`src/rtl/mpsoc_dbg_jsp_wb_pump_if.sv`:
```
// Wishbone bundle between the JSP pump (master) and the JSP register window (slave).
// 8-bit data and a 3-bit register address.
interface mpsoc_dbg_jsp_wb_pump_if;
  logic       wbm_cyc_o;
  logic       wbm_stb_o;
  logic       wbm_we_o;
  logic [2:0] wbm_adr_o;
  logic [7:0] wbm_dat_o;
  logic [7:0] wbm_dat_i;
  logic       wbm_ack_i;
  logic       wbm_err_i;

  modport master (
    output wbm_cyc_o, wbm_stb_o, wbm_we_o, wbm_adr_o, wbm_dat_o,
    input  wbm_dat_i, wbm_ack_i, wbm_err_i
  );

  modport slave (
    input  wbm_cyc_o, wbm_stb_o, wbm_we_o, wbm_adr_o, wbm_dat_o,
    output wbm_dat_i, wbm_ack_i, wbm_err_i
  );
endinterface

```
`src/rtl/mpsoc_dbg_jsp_wb_pump.sv`:
```
// Wishbone master that polls the JSP line status register, drains received bytes into
// a one-byte rx stream buffer and writes bytes from a tx stream into the THR.
module mpsoc_dbg_jsp_wb_pump #(
  parameter int POLL_INTERVAL = 16,
  parameter int ACK_TIMEOUT   = 255
) (
  input  logic                          wb_clk_i,
  input  logic                          wb_rst_i,
  mpsoc_dbg_jsp_wb_pump_if.master       wbm,
  input  logic                          int_i,
  output logic [7:0]                    rx_data_o,
  output logic                          rx_valid_o,
  input  logic                          rx_ready_i,
  input  logic [7:0]                    tx_data_i,
  input  logic                          tx_valid_i,
  output logic                          tx_ready_o,
  output logic                          err_o,
  input  logic                          err_clr_i
);

  localparam int PW = $clog2(POLL_INTERVAL + 1);
  localparam int TW = $clog2(ACK_TIMEOUT + 1);

  localparam logic [PW-1:0] POLL_RELOAD = PW'(POLL_INTERVAL - 1);
  localparam logic [TW-1:0] TMO_LAST    = TW'(ACK_TIMEOUT - 1);

  localparam logic [2:0] S_IDLE   = 3'd0;
  localparam logic [2:0] S_POLL   = 3'd1;
  localparam logic [2:0] S_DECIDE = 3'd2;
  localparam logic [2:0] S_RD_RBR = 3'd3;
  localparam logic [2:0] S_WR_THR = 3'd4;

  localparam logic [2:0] ADR_RBR = 3'd0;
  localparam logic [2:0] ADR_LSR = 3'd5;

  logic [2:0]    state;
  logic [PW-1:0] poll_cnt;
  logic [TW-1:0] tmo_cnt;
  logic          lsr_dr;
  logic          lsr_thre;

  // Bus states start their cycle while cyc is low; a finished cycle always leaves the
  // state, so cyc low in a bus state means "not started yet" and the gap cycle is implicit.
  always_ff @(posedge wb_clk_i) begin
    if (wb_rst_i) begin
      state         <= S_IDLE;
      poll_cnt      <= POLL_RELOAD;
      tmo_cnt       <= '0;
      lsr_dr        <= 1'b0;
      lsr_thre      <= 1'b0;
      wbm.wbm_cyc_o <= 1'b0;
      wbm.wbm_stb_o <= 1'b0;
      wbm.wbm_we_o  <= 1'b0;
      wbm.wbm_adr_o <= 3'd0;
      wbm.wbm_dat_o <= 8'h00;
      rx_data_o     <= 8'h00;
      rx_valid_o    <= 1'b0;
      tx_ready_o    <= 1'b0;
      err_o         <= 1'b0;
    end else begin
      tx_ready_o <= 1'b0;
      if (err_clr_i)
        err_o <= 1'b0;
      if (rx_valid_o && rx_ready_i)
        rx_valid_o <= 1'b0;

      case (state)
        S_IDLE: begin
          if (int_i || tx_valid_i || poll_cnt == '0)
            state <= S_POLL;
          else
            poll_cnt <= poll_cnt - 1'b1;
        end

        S_DECIDE: begin
          if (lsr_dr && !rx_valid_o)
            state <= S_RD_RBR;
          else if (lsr_thre && tx_valid_i)
            state <= S_WR_THR;
          else begin
            poll_cnt <= POLL_RELOAD;
            state    <= S_IDLE;
          end
        end

        S_POLL, S_RD_RBR, S_WR_THR: begin
          if (!wbm.wbm_cyc_o) begin
            wbm.wbm_cyc_o <= 1'b1;
            wbm.wbm_stb_o <= 1'b1;
            wbm.wbm_we_o  <= (state == S_WR_THR);
            wbm.wbm_adr_o <= (state == S_POLL) ? ADR_LSR : ADR_RBR;
            wbm.wbm_dat_o <= (state == S_WR_THR) ? tx_data_i : 8'h00;
            tmo_cnt       <= '0;
          end else if (wbm.wbm_err_i || (!wbm.wbm_ack_i && tmo_cnt == TMO_LAST)) begin
            // Error outranks a simultaneous ack: nothing is loaded or consumed.
            wbm.wbm_cyc_o <= 1'b0;
            wbm.wbm_stb_o <= 1'b0;
            wbm.wbm_we_o  <= 1'b0;
            err_o         <= 1'b1;
            poll_cnt      <= POLL_RELOAD;
            state         <= S_IDLE;
          end else if (wbm.wbm_ack_i) begin
            wbm.wbm_cyc_o <= 1'b0;
            wbm.wbm_stb_o <= 1'b0;
            wbm.wbm_we_o  <= 1'b0;
            if (state == S_POLL) begin
              lsr_dr   <= wbm.wbm_dat_i[0];
              lsr_thre <= wbm.wbm_dat_i[5];
              state    <= S_DECIDE;
            end else if (state == S_RD_RBR) begin
              rx_data_o  <= wbm.wbm_dat_i;
              rx_valid_o <= 1'b1;
              state      <= S_POLL;
            end else begin
              tx_ready_o <= 1'b1;
              state      <= S_POLL;
            end
          end else begin
            tmo_cnt <= tmo_cnt + 1'b1;
          end
        end

        default: state <= S_IDLE;
      endcase
    end
  end

endmodule

```
`src/flat_wrapper.sv`:
```
// flat-port wrapper written by rule: the top's interface ports become plain ports
module mpsoc_dbg_jsp_wb_pump_flat 
#(
  parameter int POLL_INTERVAL = 16,
  parameter int ACK_TIMEOUT   = 255
)
  (wb_clk_i, wb_rst_i, int_i, rx_data_o, rx_valid_o, rx_ready_i, tx_data_i, tx_valid_i, tx_ready_o, err_o, err_clr_i, wbm_wbm_cyc_o, wbm_wbm_stb_o, wbm_wbm_we_o, wbm_wbm_adr_o, wbm_wbm_dat_o, wbm_wbm_dat_i, wbm_wbm_ack_i, wbm_wbm_err_i);
  mpsoc_dbg_jsp_wb_pump_if wbm_i ();
  input  logic wb_clk_i;
  input  logic wb_rst_i;
  input  logic int_i;
  output logic [7:0] rx_data_o;
  output logic rx_valid_o;
  input  logic rx_ready_i;
  input  logic [7:0] tx_data_i;
  input  logic tx_valid_i;
  output logic tx_ready_o;
  output logic err_o;
  input  logic err_clr_i;
  output wire logic [$bits(wbm_i.wbm_cyc_o)-1:0] wbm_wbm_cyc_o;
  output wire logic [$bits(wbm_i.wbm_stb_o)-1:0] wbm_wbm_stb_o;
  output wire logic [$bits(wbm_i.wbm_we_o)-1:0] wbm_wbm_we_o;
  output wire logic [$bits(wbm_i.wbm_adr_o)-1:0] wbm_wbm_adr_o;
  output wire logic [$bits(wbm_i.wbm_dat_o)-1:0] wbm_wbm_dat_o;
  input wire logic [$bits(wbm_i.wbm_dat_i)-1:0] wbm_wbm_dat_i;
  input wire logic [$bits(wbm_i.wbm_ack_i)-1:0] wbm_wbm_ack_i;
  input wire logic [$bits(wbm_i.wbm_err_i)-1:0] wbm_wbm_err_i;
  assign wbm_wbm_cyc_o = wbm_i.wbm_cyc_o;
  assign wbm_wbm_stb_o = wbm_i.wbm_stb_o;
  assign wbm_wbm_we_o = wbm_i.wbm_we_o;
  assign wbm_wbm_adr_o = wbm_i.wbm_adr_o;
  assign wbm_wbm_dat_o = wbm_i.wbm_dat_o;
  assign wbm_i.wbm_dat_i = wbm_wbm_dat_i;
  assign wbm_i.wbm_ack_i = wbm_wbm_ack_i;
  assign wbm_i.wbm_err_i = wbm_wbm_err_i;
  mpsoc_dbg_jsp_wb_pump #(.POLL_INTERVAL(POLL_INTERVAL), .ACK_TIMEOUT(ACK_TIMEOUT)) u_core (.wb_clk_i(wb_clk_i), .wb_rst_i(wb_rst_i), .wbm(wbm_i), .int_i(int_i), .rx_data_o(rx_data_o), .rx_valid_o(rx_valid_o), .rx_ready_i(rx_ready_i), .tx_data_i(tx_data_i), .tx_valid_i(tx_valid_i), .tx_ready_o(tx_ready_o), .err_o(err_o), .err_clr_i(err_clr_i));
endmodule
```
`config.mk`:
```
export PLATFORM = sky130hd
export DESIGN_NAME = mpsoc_dbg_jsp_wb_pump_flat
export DESIGN_NICKNAME = d
export VERILOG_FILES = /design/src/rtl/mpsoc_dbg_jsp_wb_pump_if.sv /design/src/rtl/mpsoc_dbg_jsp_wb_pump.sv /design/src/flat_wrapper.sv
export SDC_FILE = /design/constraint.sdc
export NUM_CORES = 1
export LEC_CHECK = 0
export ABC_AREA = 1
export CORE_MARGIN = 1.5
export CORE_UTILIZATION = 50
export DETAILED_ROUTE_END_ITERATION = 12
export PLACE_DENSITY = 0.86
export SLEW_MARGIN = 5
export SYNTH_ARGS = -nofsm -noshare
export SYNTH_HDL_FRONTEND = slang
export SYNTH_SLANG_ARGS = --single-unit
```
`constraint.sdc`:
```
create_clock -name wb_clk_i -period 1.65 [get_ports wb_clk_i]
set_input_delay 0.4125 -clock wb_clk_i [delete_from_list [all_inputs] [get_ports wb_clk_i]]
set_output_delay 0.4125 -clock wb_clk_i [all_outputs]
set_load 0.02 [all_outputs]
```
==> results of run 1 <==
-- power groups by stage --
stage | Combinational [W] | Sequential [W] | Clock, W
floorplan | 0.000893 | 0.00124 | 0
global placement | 0.00124 | 0.00122 | 0
detailed placement | 0.00127 | 0.00123 | 0
CTS | 0.00125 | 0.00120 | 0.000730
global route | 0.00145 | 0.00123 | 0.000776
finish | 0.00131 | 0.00122 | 0.000718
-- worst max-delay path, delay by kind of cell --
family,cells,cell delay (ps)
compound gates,1,290
buf+inv,2,530
simple gates,6,630
-- area by class of cell --
| cell class | count | share of cell area (%) |
|---|---|---|
| clock buffers | 7 | 3.379 |
| clock inverters | 1 | 0.1755 |
| inverters | 34 | 4.476 |
| multi-input cells | 203 | 40.90 |
| flip-flops and latches | 41 | 29.05 |
| well taps | 50 | 2.194 |
| repair buffers | 62 | 19.83 |
-- placed cells by master, fill, tap and decap left out, drive strengths merged, types with 5 or more instances in the layout --
cell type / count
nand2: 70
nor2: 47
dfxtp: 41
inv: 34
nand3: 27
clkdlybuf4s50: 24
a21oi: 21
dlygate4sd2: 20
buf: 15
o21ai: 9
clkbuf: 7
xor2: 6
a32o: 6
nand4: 5
-- kinds of logic (layout without fill, tap and decap cells) --
group,count (synthesis),after routing,synth area share (%)
compound gates,40,40,11.88
xor+xnor,6,6,2.482
fa+ha+maj,4,4,2.364
buf+inv,44,104,9.278
flops,41,41,38.77
other cells,1,1,0.1771
simple gates,150,152,35.05
-- what timing repair did --
action	in CTS	in global routing
pin swaps	0	2
resized for setup	21	19
cloned	0	2
setup endpoints to repair	21	26
-- state kept, by name (all words and copies together) (netlist names) --
| signal | count |
|---|---|
| u_core.wbm.wbm_adr_o | 1 |
| u_core.wbm.wbm_stb_o | 1 |
| u_core.wbm.wbm_dat_o | 8 |
| u_core.err_o | 1 |
| u_core.tmo_cnt | 8 |
| u_core.tx_ready_o | 1 |
| u_core.wbm.wbm_we_o | 1 |
| u_core.lsr_dr | 1 |
| u_core.lsr_thre | 1 |
| u_core.rx_data_o | 8 |
| u_core.wbm.wbm_cyc_o | 1 |
| u_core.poll_cnt | 5 |
| u_core.rx_valid_o | 1 |
| u_core.state | 3 |
-- how the worst min path moves through the flow --
stage                               start               to  slack, ps  cells past startpoint
after floorplan           u_core.lsr_thre  u_core.lsr_thre        420                      2
after global placement    u_core.lsr_thre  u_core.lsr_thre        430                      2
after detailed placement    u_core.lsr_dr    u_core.lsr_dr        450                      2
after CTS                 u_core.lsr_thre  u_core.lsr_thre        460                      2
after global routing        u_core.lsr_dr    u_core.lsr_dr        480                      2
final                     u_core.lsr_thre  u_core.lsr_thre        460                      2
-- routing by layer --
| metal | up-vias | GRT usage, % |
|---|---|---|
| met1 | 955 | 29.17 |
| met2 | 56 | 40.29 |
| li1 | 1040 | - |
| met4 | 0 | 9.750 |
| met5 | - | 0 |
| met3 | 9 | 6.086 |
-- per-stage QoR --
| step | cell area [um2] | std cells | hold slack [ps] | setup slack [ps] |
|---|---|---|---|---|
| 2_1_floorplan | 2117 | 286 | 424.2 | 225.9 |
| 5_1_grt | 2851 | 398 | 477.6 | -75.96 |
| 3_5_place_dp | 2694 | 388 | 446.7 | -289.3 |
| 6_report | 2851 | 398 | 457.8 | 3.171 |
| 3_3_place_gp | 2694 | 388 | 434.5 | -212.3 |
| 4_1_cts | 2773 | 396 | 462.1 | 1.520 |
==> impl_metrics.csv, run 1 <==
group,metric,value,unit
pwr,p_int,0.001951,W
pwr,switching_share,39.87,%
detailed_routing,ant_nets,0,
place,gp_congestion,0.8188,
pwr,pwr-share-clk,22.1,%
detailed_routing,vias,2060,
detailed_routing,drc,0,
detailed_routing,wl_per_cell,13.28,um
clocking,clk_pin_slew_worst_paths,70,ps
global_route,gr-usage-all-layers,24.00,%
floorplan,start_util,52.55,%
floorplan,die_h,68.07,um
worst_setup_path,reg2reg_to,"u_core.rx_data_o[0]",
floorplan,die_w,68.07,um
synthesis,yosysUniqueCellTypes,31,
pwr,p_comb_share,40.4,%
outcome,status,"completed",
detailed_routing,dr_wl_met3,237,um
synthesis,synth_area_leaders,"dfxtp_1 (39%), nand2_1 (11%), nor2_1 (7.1%), nand3_1 (5.7%), inv_1 (5.3%)",
worst_setup_path,worstSetupEndpoint,"u_core.rx_data_o[0]",
cells_and_area,fin_nets,375,
worst_setup_path,worstSetupPathType,"in -> reg",
cells_and_area,register_area,828.3,um2
worst_setup_path,required,1880,ps
job,maxCapViolCount,0,
cells_and_area,area_growth_syn_to_layout,34.69,%
clocking,root_buffer,"clkbuf_8",
worst_setup_path,rr_startpoint,"u_core.tmo_cnt[0]",
worst_setup_path,crit_path_max_incr_delay,490,ps
detailed_routing,drtIter0Drc,120,
timing,final.period_utilization,99.81,%
worst_setup_path,crit_chain,"clkdlybuf4s50_1, inv_2, nand2_1, nor2_4, a21oi_4, nand4_2, nand2_1, nand2_1, nor2_1",
worst_setup_path,slowest_stage,"clkdlybuf4s50_1",
clocking,postCtsHoldBufs,0,
pwr,power.density,1138,mW/mm2
cells_and_area,antenna_cells,0,
clocking,cts.sinks,41,
clocking,insertion_delay,290,ps
timing,setup_violations,0,
worst_setup_path,cp_max_fo,5,
synthesis,async_flop_share,0,%
synthesis,synth_area,0.002117,mm2
timing,timing.final.crit_period,1647,ps
cells_and_area,drive_gt1_share,18.10,%
synthesis,synth_top_cell_area_share,38.77,%
clocking,cts_setup_buffers,0,
floorplan,rows,23,
worst_setup_path,worstRegToRegCells,9,
global_route,antenna_found_initial,0,
timing,rsz0062_at_grt,"yes",
synthesis,synth-main-ff-cell,"dfxtp_1",
cells_and_area,nFillCells,315,
synthesis,yosysWarnings,0,
worst_setup_path,reg2reg_slack,30,ps
pwr,total_power,0.003244,W
global_route,grt_pass1_vias,1971,
worst_setup_path,crit_start,"wbm_wbm_ack_i",
global_route,grt_overflow,0,
detailed_routing,firstDrtPassIters,4,
detailed_routing,drt-vias-per-instance,5.176,
synthesis,syn-num-nets,314,
synthesis,syn_area_per_cell,7.402,um2
worst_hold_path,hold_path_class,"reg -> reg",
clocking,clock_path_buffers,2,
place,port_buffers,47,
synthesis,synth_edf_count,0,
synthesis,synth_seq_area_share,38.77,%
synthesis,yosysTopAreaCell,"dfxtp_1",
timing,tns,0,ps
floorplan,dieArea,0.004634,mm2
detailed_routing,totalWireLength,5284,um
floorplan,pin_count,49,
global_route,grt_max_degree,18,
detailed_routing,top_layer_used,"met4",
floorplan,core,0.004029,mm2
cells_and_area,postLayoutCoreUtil,70.78,%
worst_setup_path,cp-end-kind,"flip-flop",
pwr,p_switching,0.001294,W
synthesis,syn_inst,286,
synthesis,yosys_register_bits,41,
pwr,p_leak,1.378,nW
place,dpl.hpwl,3703,um
detailed_routing,m1WireLength,2331,um
worst_setup_path,cp-start-kind,"input pin",
timing,skew,3.758,ps
timing,fmax,607.2,MHz
timing,final_hold_viol_count,0,
clocking,cts_inserted_buffers,5,
timing,slew_viol_final,0,
worst_setup_path,cpMostUsedCell,"nand2_1",
pwr,seqPwrFrac,37.5,%
cells_and_area,multi_input_area,0.001166,mm2
clocking,cts.htree.levels,2,
pwr,peakVddDrop,943.4,uV
worst_setup_path,critical_path_arrival,1870,ps
synthesis,yosysMostFrequentCell,"nand2_1",
synthesis,synth_commonest_cells,"nand2_1 (61), dfxtp_1 (41), nor2_1 (40)",
global_route,grt_pass1_wl,8383,um
detailed_routing,dr_wl_met2,2632,um
clocking,cts_tree,"built",
(Power assumes the default switching activity.)
==> run 2: changes to the inputs <==
--- a/config.mk
+++ b/config.mk
@@ -6,7 +6,6 @@
 export NUM_CORES = 1
 export LEC_CHECK = 0
 export ABC_AREA = 1
-export CORE_MARGIN = 1.5
 export CORE_UTILIZATION = 50
 export DETAILED_ROUTE_END_ITERATION = 12
 export PLACE_DENSITY = 0.86
==> impl_metrics.csv, run 2 (synthesis gave the netlist of run 1 again) <==
group,metric,value,unit
worst_setup_path,critical_path_arrival,1220,ps
floorplan,rows,23,
place,port_buffers,47,
outcome,status,"completed",
clocking,cts.htree.levels,2,
cells_and_area,mostFrequentLayoutCell,"nand2_1",
cells_and_area,fin_nets,376,
timing,skew,3.829,ps
global_route,grt_pass1_vias,1900,
worst_setup_path,crit_buf_inv,1,
timing,final.period_utilization,98.64,%
timing,timing.final.crit_period,1628,ps
timing,slew_viol_final,0,
cells_and_area,design_area,0.002870,mm2
worst_setup_path,crit_cells,1,
worst_setup_path,crit_chain,"clkdlybuf4s50_1",
global_route,grt_pass1_wl,8286,um
timing,final_hold_viol_count,0,
timing,fmax,614.4,MHz
pwr,peakVddDrop,734.5,uV
detailed_routing,vias,2100,
cells_and_area,nFillCells,301,
worst_setup_path,worstSetupPathType,"reg -> out",
pwr,p_leak,1.543,nW
clocking,cts_tree,"built",
detailed_routing,totalWireLength,5356,um
cells_and_area,final_cell_mix,"nand2_1 (58), dfxtp_1 (40), nor2_1 (38)",
worst_hold_path,hold_path_class,"reg -> reg",
pwr,power.density,1092,mW/mm2
floorplan,die_w,67.07,um
global_route,grt_max_degree,18,
worst_setup_path,worstRegToRegCells,8,
detailed_routing,drt-vias-per-instance,5.290,
clocking,clock_path_buffers,2,
clocking,insertion_delay,290,ps
cells_and_area,drive_gt1_share,17.29,%
cells_and_area,register_area,822.0,um2
worst_hold_path,whs_path_depth,2,
cells_and_area,area_growth_syn_to_layout,35.58,%
floorplan,core,0.004029,mm2
clocking,cts.sinks,41,
place,post_dp_cell_area,0.002694,mm2
detailed_routing,wl_per_cell,13.49,um
floorplan,start_util,52.55,%
worst_setup_path,cp-end-kind,"output port",
floorplan,pin_count,49,
floorplan,dieArea,0.004498,mm2
global_route,antenna_found_initial,0,
worst_setup_path,cp-start-kind,"flip-flop",
worst_setup_path,required,1240,ps
worst_setup_path,cp_top_family,"buffers and inverters",
worst_setup_path,cp_max_fo,1,
detailed_routing,firstDrtPassIters,4,
floorplan,die_h,67.07,um
cells_and_area,antenna_cells,0,
timing,setup_violations,0,
clocking,cts_inserted_buffers,5,
job,maxCapViolCount,0,
global_route,gr-usage-all-layers,24.30,%
detailed_routing,ant_nets,0,
clocking,root_buffer,"clkbuf_8",
global_route,grt_overflow,0,
worst_setup_path,slowest_stage,"clkdlybuf4s50_1",
cells_and_area,multi_input_area,0.001164,mm2
place,dpl.hpwl,3580,um
place,gp_congestion,0.9271,
worst_setup_path,crit_path_max_incr_delay,600,ps
cells_and_area,reg_top3,"u_core.rx_data_o: 8 flops, u_core.tmo_cnt: 8 flops, u_core.wbm.wbm_dat_o: 8 flops",
cells_and_area,postLayoutCoreUtil,71.24,%
clocking,clk_pin_slew_worst_paths,70,ps
detailed_routing,drc,0,
detailed_routing,drtIter0Drc,135,
==> run 2: cell count changes in the layout (fill, tap and decap cells not counted), sizes merged <==
cell	before	now
dlymetal6s2s	3	16
dlygate4sd2	20	8
clkbuf	7	5
buf	15	16
clkdlybuf4s50	24	23
==> run 2: final timing paths <==
| path | startpoint | to | slack, ps |
|---|---|---|---|
| min | u_core.lsr_thre | u_core.lsr_thre | 450 |
| max reg2reg | u_core.tmo_cnt[0] | u_core.lsr_thre | 80 |
| min reg2reg | u_core.lsr_thre | u_core.lsr_thre | 450 |
| max | u_core.tx_ready_o | tx_ready_o | 20 |
==> run 2: layer usage <==
metal / wire length [um] / share of wire, % / track usage (%) / vias to the layer above
met3: 333 / 6.2 / 6.678 / 13
li1: - / - / - / 1044
met1: 2315 / 43 / 30.56 / 972
met5: 0 / 0 / 0 / -
met2: 2616 / 49 / 39.25 / 71
met4: 90 / 1.7 / 8.511 / 0
==> run 2: final cells by class <==
class                           instances  share of cell area, %
Clock buffer                            5                  2.398
Sequential cell                        41                  28.64
Inverter                               34                  4.446
Tap cell                               50                  2.180
Multi-Input combinational cell        203                  40.54
Clock inverter                          1                 0.1744
Timing Repair Buffer                   63                  21.62
==> run 2: report_power, final <==
part           internal, W  total [W]  switching [W]
Clock             0.000278   0.000607       0.000329
Combinational     0.000474    0.00133       0.000852
Sequential         0.00110    0.00120       0.000103
Total              0.00185    0.00313        0.00128
==> run 2: what timing repair did <==
item	in CTS	in global routing
resized for setup	8	28
gates cloned	0	2
endpoints found under the setup margin	8	38
hold buffers	0	0
setup buffers	0	1
pin swaps	0	3
hold endpoints to repair	0	0
==> run 2: stage by stage <==
step	setup WS [ps]	setup TNS, ps	cells	hold slack (ps)	power [W]
2_1_floorplan	225.9	0	286	424.2	0.002131
3_3_place_gp	-221.9	-5452	388	435.0	0.002473
3_5_place_dp	-274.3	-6741	388	448.0	0.002502
4_1_cts	0.2567	0	394	449.1	0.003082
5_1_grt	-15.41	-22.95	397	482.1	0.003307
6_report	22.47	0	397	448.7	0.003134
==> run 3: changes to the inputs <==
--- a/config.mk
+++ b/config.mk
@@ -5,10 +5,9 @@
 export SDC_FILE = /design/constraint.sdc
 export NUM_CORES = 1
 export LEC_CHECK = 0
-export ABC_AREA = 1
-export CORE_UTILIZATION = 50
+export CORE_UTILIZATION = 48
 export DETAILED_ROUTE_END_ITERATION = 12
-export PLACE_DENSITY = 0.86
+export PLACE_DENSITY = 0.85
 export SLEW_MARGIN = 5
 export SYNTH_ARGS = -nofsm -noshare
 export SYNTH_HDL_FRONTEND = slang
==> impl_metrics.csv, run 3 <==
group,metric,value,unit
synthesis,syn_area_per_cell,9.222,um2
timing,finalWorstSetupSlack,-12.90,ps
place,port_buffers,47,
detailed_routing,ant_nets,0,
pwr,total_power,0.003309,W
pwr,p_int,0.002068,W
synthesis,async_flop_share,0,%
floorplan,die_w,64.76,um
cells_and_area,drive_gt1_share,27.02,%
detailed_routing,totalWireLength,4994,um
timing,finalHoldWorstSlack,484.0,ps
global_route,grt_max_degree,19,
cells_and_area,register_area,828.3,um2
worst_setup_path,cp-start-kind,"flip-flop",
worst_setup_path,critical_path_arrival,1890,ps
floorplan,pin_count,49,
floorplan,die_h,64.76,um
synthesis,syn-num-nets,233,
synthesis,synth_seq_area_share,43.41,%
synthesis,yosysTopAreaCell,"dfxtp_1",
job,maxCapViolCount,0,
timing,timing.final.crit_period,1663,ps
cells_and_area,area_growth_syn_to_layout,49.97,%
synthesis,yosysUniqueCellTypes,51,
synthesis,yosysMostFrequentCell,"dfxtp_1",
clocking,cts.htree.levels,2,
timing,setup_violations,1,
worst_setup_path,worstSetupPathType,"reg -> reg",
clocking,clk_pin_slew_worst_paths,80,ps
global_route,grt_pass1_wl,7320,um
timing,fmax,601.4,MHz
worst_setup_path,cp-end-kind,"flip-flop",
pwr,peakVddDrop,709.0,uV
clocking,cts_tree,"built",
place,dpl.hpwl,3328,um
pwr,p_switching,0.001241,W
clocking,insertion_delay,300,ps
cells_and_area,nFillCells,260,
cells_and_area,antenna_cells,0,
detailed_routing,drt-vias-per-instance,5.604,
cells_and_area,reg_top3,"u_core.rx_data_o: 8 flops, u_core.tmo_cnt: 8 flops, u_core.wbm.wbm_dat_o: 8 flops",
pwr,power.density,1167,mW/mm2
pwr,seqPwrFrac,36.0,%
global_route,antenna_found_initial,0,
outcome,status,"finished with violations",
worst_setup_path,cp_max_fo,4,
timing,tns,-12.90,ps
timing,final_hold_viol_count,0,
pwr,p_comb_share,43.6,%
detailed_routing,firstDrtPassIters,4,
worst_setup_path,rr_startpoint,"u_core.poll_cnt[0]",
synthesis,syn_inst,205,
timing,final.period_utilization,100.8,%
detailed_routing,drtIter0Drc,79,
worst_setup_path,crit_start,"u_core.poll_cnt[0]",
clocking,cts.sinks,41,
synthesis,synth_area,0.001891,mm2
clocking,root_buffer,"clkbuf_8",
floorplan,start_util,50.88,%
worst_setup_path,required,1880,ps
synthesis,synth_top_cell_area_share,43.41,%
synthesis,synth-main-ff-cell,"dfxtp_1",
pwr,p_leak,1.313,nW
timing,rsz0062_at_grt,"yes",
timing,slew_viol_final,0,
cells_and_area,fin_nets,312,
clocking,clock_path_buffers,2,
cells_and_area,final_cell_mix,"buf_4 (35), dfxtp_1 (35), nor2_1 (22)",
clocking,postCtsHoldBufs,0,
global_route,grt_pass1_vias,1615,
pwr,pwr-share-clk,20.4,%
timing,skew,3.017,ps
outcome,violations,"negative setup slack",
floorplan,core,0.003716,mm2
global_route,grt_overflow,0,
synthesis,synth_area_leaders,"dfxtp_1 (43%), mux2i_1 (6.4%), nor2_1 (4.6%), a22o_1 (3.7%), a21oi_1 (3.4%)",
cells_and_area,multi_input_area,0.001087,mm2
pwr,switching_share,37.51,%
detailed_routing,drc,0,
synthesis,synth_commonest_cells,"dfxtp_1 (41), nor2_1 (23), a21oi_1 (13)",
cells_and_area,design_area,0.002835,mm2
synthesis,yosysWarnings,0,
worst_hold_path,hold_path_class,"reg -> reg",
global_route,gr-usage-all-layers,22.90,%
synthesis,synth_edf_count,0,
place,gp_congestion,0.8555,
detailed_routing,vias,1866,
detailed_routing,wl_per_cell,15.00,um
floorplan,dieArea,0.004194,mm2
place,post_dp_cell_area,0.002603,mm2
floorplan,rows,22,
synthesis,yosys_register_bits,41,
clocking,cts_inserted_buffers,5,
worst_hold_path,holdCritStartpoint,"u_core.wbm.wbm_dat_o[1]",
run 3: cell types whose count changed in the layout (fill, tap and decap cells not counted), sizes merged, moves of 5 or more:
| cell | before | now |
|---|---|---|
| a21oi | 21 | 14 |
| a22o | 0 | 8 |
| a32o | 6 | 1 |
| buf | 16 | 36 |
| dlygate4sd2 | 8 | 21 |
| dlymetal6s2s | 16 | 5 |
| inv | 34 | 11 |
| mux2i | 0 | 12 |
| nand2 | 70 | 6 |
| nand3 | 27 | 10 |
| nor2 | 47 | 23 |
| nor3 | 1 | 7 |
| o31ai | 0 | 6 |
| xor2 | 6 | 0 |
run 3: cell type report:
type	count	area share, %
Sequential cell	41	29.21
Clock buffer	6	2.560
Timing Repair Buffer	83	25.77
Inverter	11	1.456
Clock inverter	2	0.5296
Tap cell	48	2.118
Multi-Input combinational cell	142	38.35
run 3: power by group through the flow:
stage / registers [W] / logic (W) / clock network, W
2_1_floorplan: 0.00124 / 0.000683 / 0
3_3_place_gp: 0.00120 / 0.00128 / 0
3_5_place_dp: 0.00120 / 0.00131 / 0
4_1_cts: 0.00118 / 0.00131 / 0.000673
5_1_grt: 0.00120 / 0.00153 / 0.000715
6_report: 0.00119 / 0.00144 / 0.000676
run 3: critical path, stage by stage (launching register included):
cell and delay, ps:
dfxtp_2 340, inv_2 80, ha_4 140, or4b_4 470
nand2_2 80, a221o_1 170, buf_6 130, mux2i_1 170
run 3: per-layer routing:
layer,vias up,share of wire (%),track usage [%]
met1,871,45,29.79
li1,915,-,-
met3,6,6.3,5.106
met2,74,48,36.85
met5,-,0,0
met4,0,1.2,8.333
run 3: path summary, 6_finish.rpt:
| path | to | slack [ps] | cells after the start |
|---|---|---|---|
| worst max-delay path | u_core.poll_cnt[1] | -10 | 7 |
| worst min-delay path | u_core.wbm.wbm_dat_o[1] | 480 | 1 |
| worst max register to register | u_core.poll_cnt[1] | -10 | 7 |
| worst min register to register | u_core.wbm.wbm_dat_o[1] | 480 | 1 |
run 3: kinds of logic (layout without fill, tap and decap cells):
| group | Yosys count | after routing | share of synthesized area (%) |
|---|---|---|---|
| AO/OA/AOI/OAI | 54 | 55 | 20.98 |
| XOR/XNOR | 1 | 1 | 0.4634 |
| adder cells (fa/ha/maj) | 4 | 4 | 2.647 |
| buffers and inverters | 23 | 102 | 5.758 |
| flip-flops | 41 | 41 | 43.42 |
| multiplexers | 12 | 12 | 6.354 |
| other | 1 | 1 | 0.1984 |
| AND/OR/NAND/NOR | 69 | 69 | 20.19 |
run 3: stage by stage:
step                instances  utilization (%)  worst slack [ps]
detailed placement        319            70.03            -349.3
floorplan                 205                -             1.767
CTS                       328            72.36             3.338
finish                    333            76.30            -12.90
global placement          319            70.03            -291.3
global route              333            76.30            -67.46
run 3: repair_timing:
| action | in CTS | in global routing |
|---|---|---|
| cloned | 1 | 0 |
| gates resized for setup | 29 | 28 |
| endpoints found under the setup margin | 36 | 29 |
| buffers inserted | 0 | 5 |
| pin swaps | 1 | 6 |
